==> src/rtl/pipe_pkg.sv <==
// Shared constants, state encoding and pipe-column generator for the scrolling pipe field.
package pipe_pkg;

    localparam int          GRID      = 16;
    localparam logic [7:0]  LFSR_SEED = 8'hA5;
    // x^8 + x^6 + x^5 + x^4 + 1 as a Fibonacci feedback mask over bits 7,5,4,3
    localparam logic [7:0]  LFSR_TAPS = 8'hB8;
    localparam logic [6:0]  SCORE_MAX = 7'd99;

    typedef enum logic [1:0] {
        ST_IDLE,
        ST_RUN,
        ST_FROZEN
    } state_t;

    // Out-of-range random values fold back into 0..GRID-gap so the gap never leaves the grid.
    function automatic logic [GRID-1:0] pipe_column(input logic [3:0] v, input int gap);
        logic [GRID-1:0] col;
        int              max_top;
        int              top;
        max_top = GRID - gap;
        top     = (int'(v) <= max_top) ? int'(v) : int'(v) - (max_top + 1);
        for (int r = 0; r < GRID; r++) begin
            col[r] = !((r >= top) && (r < top + gap));
        end
        return col;
    endfunction

endpackage

==> src/rtl/pipe_lfsr.sv <==
// 8-bit Fibonacci LFSR supplying gap positions; steps only when a pipe is injected.
module pipe_lfsr
    import pipe_pkg::*;
(
    input  logic       clk,
    input  logic       reset,
    input  logic       advance,
    output logic [7:0] value
);

    logic [7:0] r_lfsr;

    // NOTE: sequential state uses non-blocking assignments only, so every flop samples pre-edge values.
    always_ff @(posedge clk) begin
        if (reset) begin
            r_lfsr <= LFSR_SEED;
        end else if (advance) begin
            r_lfsr <= {r_lfsr[6:0], ^(r_lfsr & LFSR_TAPS)};
        end
    end

    assign value = r_lfsr;

endmodule

==> src/rtl/pipe_scroller.sv <==
// Side-scrolling pipe field: shifts a 16x16 LED column array left on each tick and counts pipes passed.
module pipe_scroller
    import pipe_pkg::*;
#(
    parameter int GAP      = 4,
    parameter int SPACING  = 4,
    parameter int BIRD_COL = 2
) (
    input  logic                      clk,
    input  logic                      reset,
    input  logic                      tick,
    input  logic                      start,
    input  logic                      dead,
    output logic [GRID-1:0][GRID-1:0] red_out,
    output logic [6:0]                score,
    output logic                      running
);

    state_t                    r_state;
    state_t                    w_state_next;
    logic [GRID-1:0][GRID-1:0] r_cols;
    logic [GRID-1:0]           r_flags;
    logic [3:0]                r_space;
    logic [6:0]                r_score;
    logic [7:0]                w_lfsr;
    logic                      w_scroll;
    logic                      w_inject;
    logic [GRID-1:0]           w_new_col;
    logic                      w_unused_lfsr_hi;

    pipe_lfsr u_lfsr (
        .clk     (clk),
        .reset   (reset),
        .advance (w_inject),
        .value   (w_lfsr)
    );

    assign w_unused_lfsr_hi = ^w_lfsr[7:4];

    // dead has priority over tick, so a collision cycle never shifts.
    assign w_scroll  = (r_state == ST_RUN) && tick && !dead;
    assign w_inject  = w_scroll && (r_space == 4'd0);
    assign w_new_col = w_inject ? pipe_column(w_lfsr[3:0], GAP) : '0;

    always_ff @(posedge clk) begin
        if (reset) begin
            r_state <= ST_IDLE;
        end else begin
            r_state <= w_state_next;
        end
    end

    // NOTE: next state defaults to the current state first, so no path through the case infers a latch.
    always_comb begin
        w_state_next = r_state;
        case (r_state)
            ST_IDLE:   if (start) w_state_next = ST_RUN;
            ST_RUN:    if (dead)  w_state_next = ST_FROZEN;
            ST_FROZEN: w_state_next = ST_FROZEN;
            default:   w_state_next = ST_IDLE;
        endcase
    end

    always_ff @(posedge clk) begin
        if (reset) begin
            r_cols  <= '0;
            r_flags <= '0;
            r_space <= '0;
            r_score <= '0;
        end else if (w_scroll) begin
            for (int c = 0; c < GRID - 1; c++) begin
                r_cols[c] <= r_cols[c+1];
            end
            r_cols[GRID-1] <= w_new_col;
            r_flags        <= {w_inject, r_flags[GRID-1:1]};
            r_space        <= (r_space == 4'(SPACING - 1)) ? 4'd0 : r_space + 4'd1;
            if (r_flags[BIRD_COL] && (r_score != SCORE_MAX)) begin
                r_score <= r_score + 7'd1;
            end
        end
    end

    // Storage is column-major; the port is row-major.
    always_comb begin
        red_out = '0;
        for (int r = 0; r < GRID; r++) begin
            for (int c = 0; c < GRID; c++) begin
                red_out[r][c] = r_cols[c][r];
            end
        end
    end

    assign score   = r_score;
    assign running = (r_state == ST_RUN);

endmodule

==> config.mk <==
export PLATFORM = sky130hd
export DESIGN_NAME = pipe_scroller
export DESIGN_NICKNAME = d
export VERILOG_FILES = /design/src/rtl/pipe_pkg.sv /design/src/rtl/pipe_lfsr.sv /design/src/rtl/pipe_scroller.sv
export SDC_FILE = /design/constraint.sdc
export NUM_CORES = 1
export LEC_CHECK = 0
export BUFFER_PORTS_ARGS = -buffer_cell sky130_fd_sc_hd__buf_2
export CORE_UTILIZATION = 48
export CTS_BUF_LIST = sky130_fd_sc_hd__clkbuf_4 sky130_fd_sc_hd__clkbuf_8
export DETAILED_ROUTE_END_ITERATION = 7
export PLACE_DENSITY = 0.73
export SLEW_MARGIN = 20
export SYNTH_ARGS = -nofsm -noshare
export SYNTH_HDL_FRONTEND = slang
export SYNTH_HIERARCHICAL = 1
export SYNTH_SLANG_ARGS = --single-unit
==> constraint.sdc <==
create_clock -name clk -period 3 [get_ports clk]
set_clock_uncertainty 0.15 [all_clocks]
set_input_delay 0.9 -clock clk [delete_from_list [all_inputs] [get_ports clk]]
set_output_delay 0.9 -clock clk [all_outputs]
set_load 0.03 [all_outputs]
==> key figures <==
Outcome
  – Status: complete, no violations

STA
  – Fin. max-slew vios: 0
  – Slew margin rel.: 62.1%
  – RSZ-0062 raised after global routing: false
  – Setup TNS: 0 ps
  – Final clock period utilization by the worst path: 86.7%
  – Fmax: 0.384 GHz
  – Post-layout minimum cycle time: 2600 ps
  – Setup-failing EPs final: 0
  – Final hold violation count: 0
  – Slew @ Worst Pin: 563 ps

Yosys
  – Count of cell types in the netlist: 50
  – Register area share after synthesis: 54.7%
  – Avg Cell Area, Syn: 7.90 µm²
  – Dominant cell type by area after synthesis: dfxtp_1
  – Synth area leaders: dfxtp_1, nand2_1, a21oi_1
  – Dominant synthesized flop cell: dfxtp_1
  – EDFF count, synth: 0
  – Mapped Area: 10700 µm²
  – Cell count after synthesis: 1348
  – Synth Register Bits: 291
  – Share of the synthesized area in the top cell type: 54.7%
  – Asr flop ratio synth: 0%
  – Yosys warns: 6

Clock tree
  – Clock Path Buffers: 3
  – Clock root buffer: clkbuf_8
  – Worst-path clk slew: 60 ps
  – Cts bufs inserted: 48
  – Skew-Pair Late Insertion Delay: 560 ps
  – Clock Sinks: 291
  – H-Tree Level Count: 2
  – CTS tree: built
  – Post-CTS setup buffers: 0
  – Post-CTS Resized: 0
  – Cts hold-fix bufs: 0

Power
  – Max VDD drop: 0.376 mV
  – Leakage: 5.43 nW
  – Cell Pwr Density: 618 nW/µm²
  – Overall Power: 0.00823 W

Finish
  – Non-filler instance count after layout: 1907
  – Commonest cells after routing, fill and taps aside: nand2_1, dfxtp_1, a21oi_1, buf_2, clkbuf_8
  – Area occupied by registers: 5830 µm²
  – Multi-input gate area: 4410 µm²
  – P&R area growth vs syn: 25.0%
  – NumNets Final: 1606
  – Fill count: 2014
  – Antenna Cells: 0
  – Fraction of layout cells with a size suffix above 1: 23.5%
  – Commonest non-fill, non-tap cell in the layout: nand2_1

Global routing
  – Total grt overflow: 0
  – First-pass GRT wire length: 43.1 mm
  – All-Layer GR Usage: 23.8%
  – GR peak layer: met2
  – Global-route met3 utilization: 5.78%
  – Largest net degree at the start of global routing: 109
  – Vias in the first global route: 8232
  – Antenna violations before repair: 0
  – Met2 capacity usage during global routing: 38.5%
  – Grt met1 use: 31.0%

Placement
  – HPWL Detailed: 19.1 mm
  – Port Buffers: 268
  – Placed Cells: 1819
  – RePlAce Congestion: 0.880

Route
  – Antenna Nets Post-Route: 0
  – Total number of vias: 9719
  – WL per Instance: 15.0 µm
  – DRC violations left: 0
  – Drt total wl: 28.7 mm
  – Initial DRC Count: 626
  – Number of vias per cell: 5.10
  – Initial DRT Pass Iterations: 5

Floorplanning
  – Full die area: 22800 µm²
  – Core Rows: 54
  – Core Region: 21800 µm²
  – Initial Util: 48.8%
  – # IOs: 269
  – Die width: 151 µm
  – Vert. Die Dim: 151 µm

Critical path
  – CP Launch Type: flip-flop
  – Worst path required time: 3290 ps
  – CP max stage cell: dfxtp_1
  – Worst setup EP type: flip-flop
  – Crit path largest cell delay: 440 ps
  – Arrival @ worst endpoint: 2890 ps
  – Cell family contributing the most delay on the critical path: adder cells
  – Kind of critical path: reg -> reg
  – Max Fanout on Critical Path: 7
  – Buf/Inv on CP: 2
  – CP Cell Sequence: inv_1, ha_1, nor2b_2, xnor2_1, nand2_1, ha_1, nor4bb_1, buf_4, a21oi_1, o21ai_0, a22oi_1, o21ai_0

Flow run
  – Max cap viols: 0

Min path
  – Worst hold path type: reg -> reg
==> tightest hold or removal path: stages (launching register included) <==
cell and delay, ps:
dfxtp_1 310, nand2_1 50, a21oi_1 50
==> cell usage after synthesis, drive strengths merged (3+ instances only) <==
cell type	n
nand2	532
nor2	29
nand4bb	3
dfxtp	291
ha	12
nand3	3
nand4	3
a22oi	5
a21oi	274
inv	13
o21ai	15
a211oi	4
xnor2	11
xor2	3
nor3	7
clkbuf	82
mux2i	10
a31oi	4
buf	15
==> routing by layer <==
metal / vias to the layer above / part of all wire (%)
met5: - / 0
met4: 0 / 2.3
met3: 60 / 7.3
met2: 304 / 48
met1: 4470 / 43
li1: 4885 / -
==> report_power, final <==
group | switching, W | internal, W
clock | 0.00157 | 0.00231
sequential | 0.0000196 | 0.00389
combinational | 0.000317 | 0.000116
==> cell families after synthesis <==
family | share of synthesized area, %
AO/OA/AOI/OAI | 15.7
XOR/XNOR | 1.15
adder cells (fa/ha/maj) | 1.41
multiplexers | 0.939
buffers and inverters | 4.17
AND/OR/NAND/NOR | 21.9
other | 0.0705
flip-flops | 54.7
==> final timing paths <==
kind	startpoint	endpoint	slack, ps	cells after the start
max reg2reg	u_lfsr/value[1]	red_out[159]	400	12
min	r_flags[14]	r_flags[13]	290	2
max	u_lfsr/value[1]	red_out[159]	400	12
min reg2reg	r_flags[14]	r_flags[13]	290	2
==> stage by stage <==
stage / setup slack [ps] / instance area [µm²] / util (%) / hold WS, ps
floorplan: 404 / 10700 / - / 282
global placement: 444 / 12200 / 56.0 / 288
detailed placement: 387 / 12200 / 56.0 / 294
CTS: 393 / 13300 / 61.0 / 300
global route: 212 / 13300 / 61.0 / 319
finish: 398 / 13300 / 61.0 / 289
==> state kept, by name, indices dropped and copies added (netlist names) <==
register,flops
r_flags,14
u_lfsr/value,8
score,7
r_state,2
r_space,4
red_out,256
==> cell type report <==
| type | count | share of cell area [%] |
|---|---|---|
| clock buffer | 77 | 7.30 |
| timing repair buffer | 285 | 11.9 |
| inverter | 13 | 0.366 |
| tap | 280 | 2.63 |
| clock inverter | 11 | 1.03 |
| sequential | 291 | 43.7 |
| multi-input combinational | 950 | 33.1 |
Note: power is estimated with default switching activity, not from simulation.
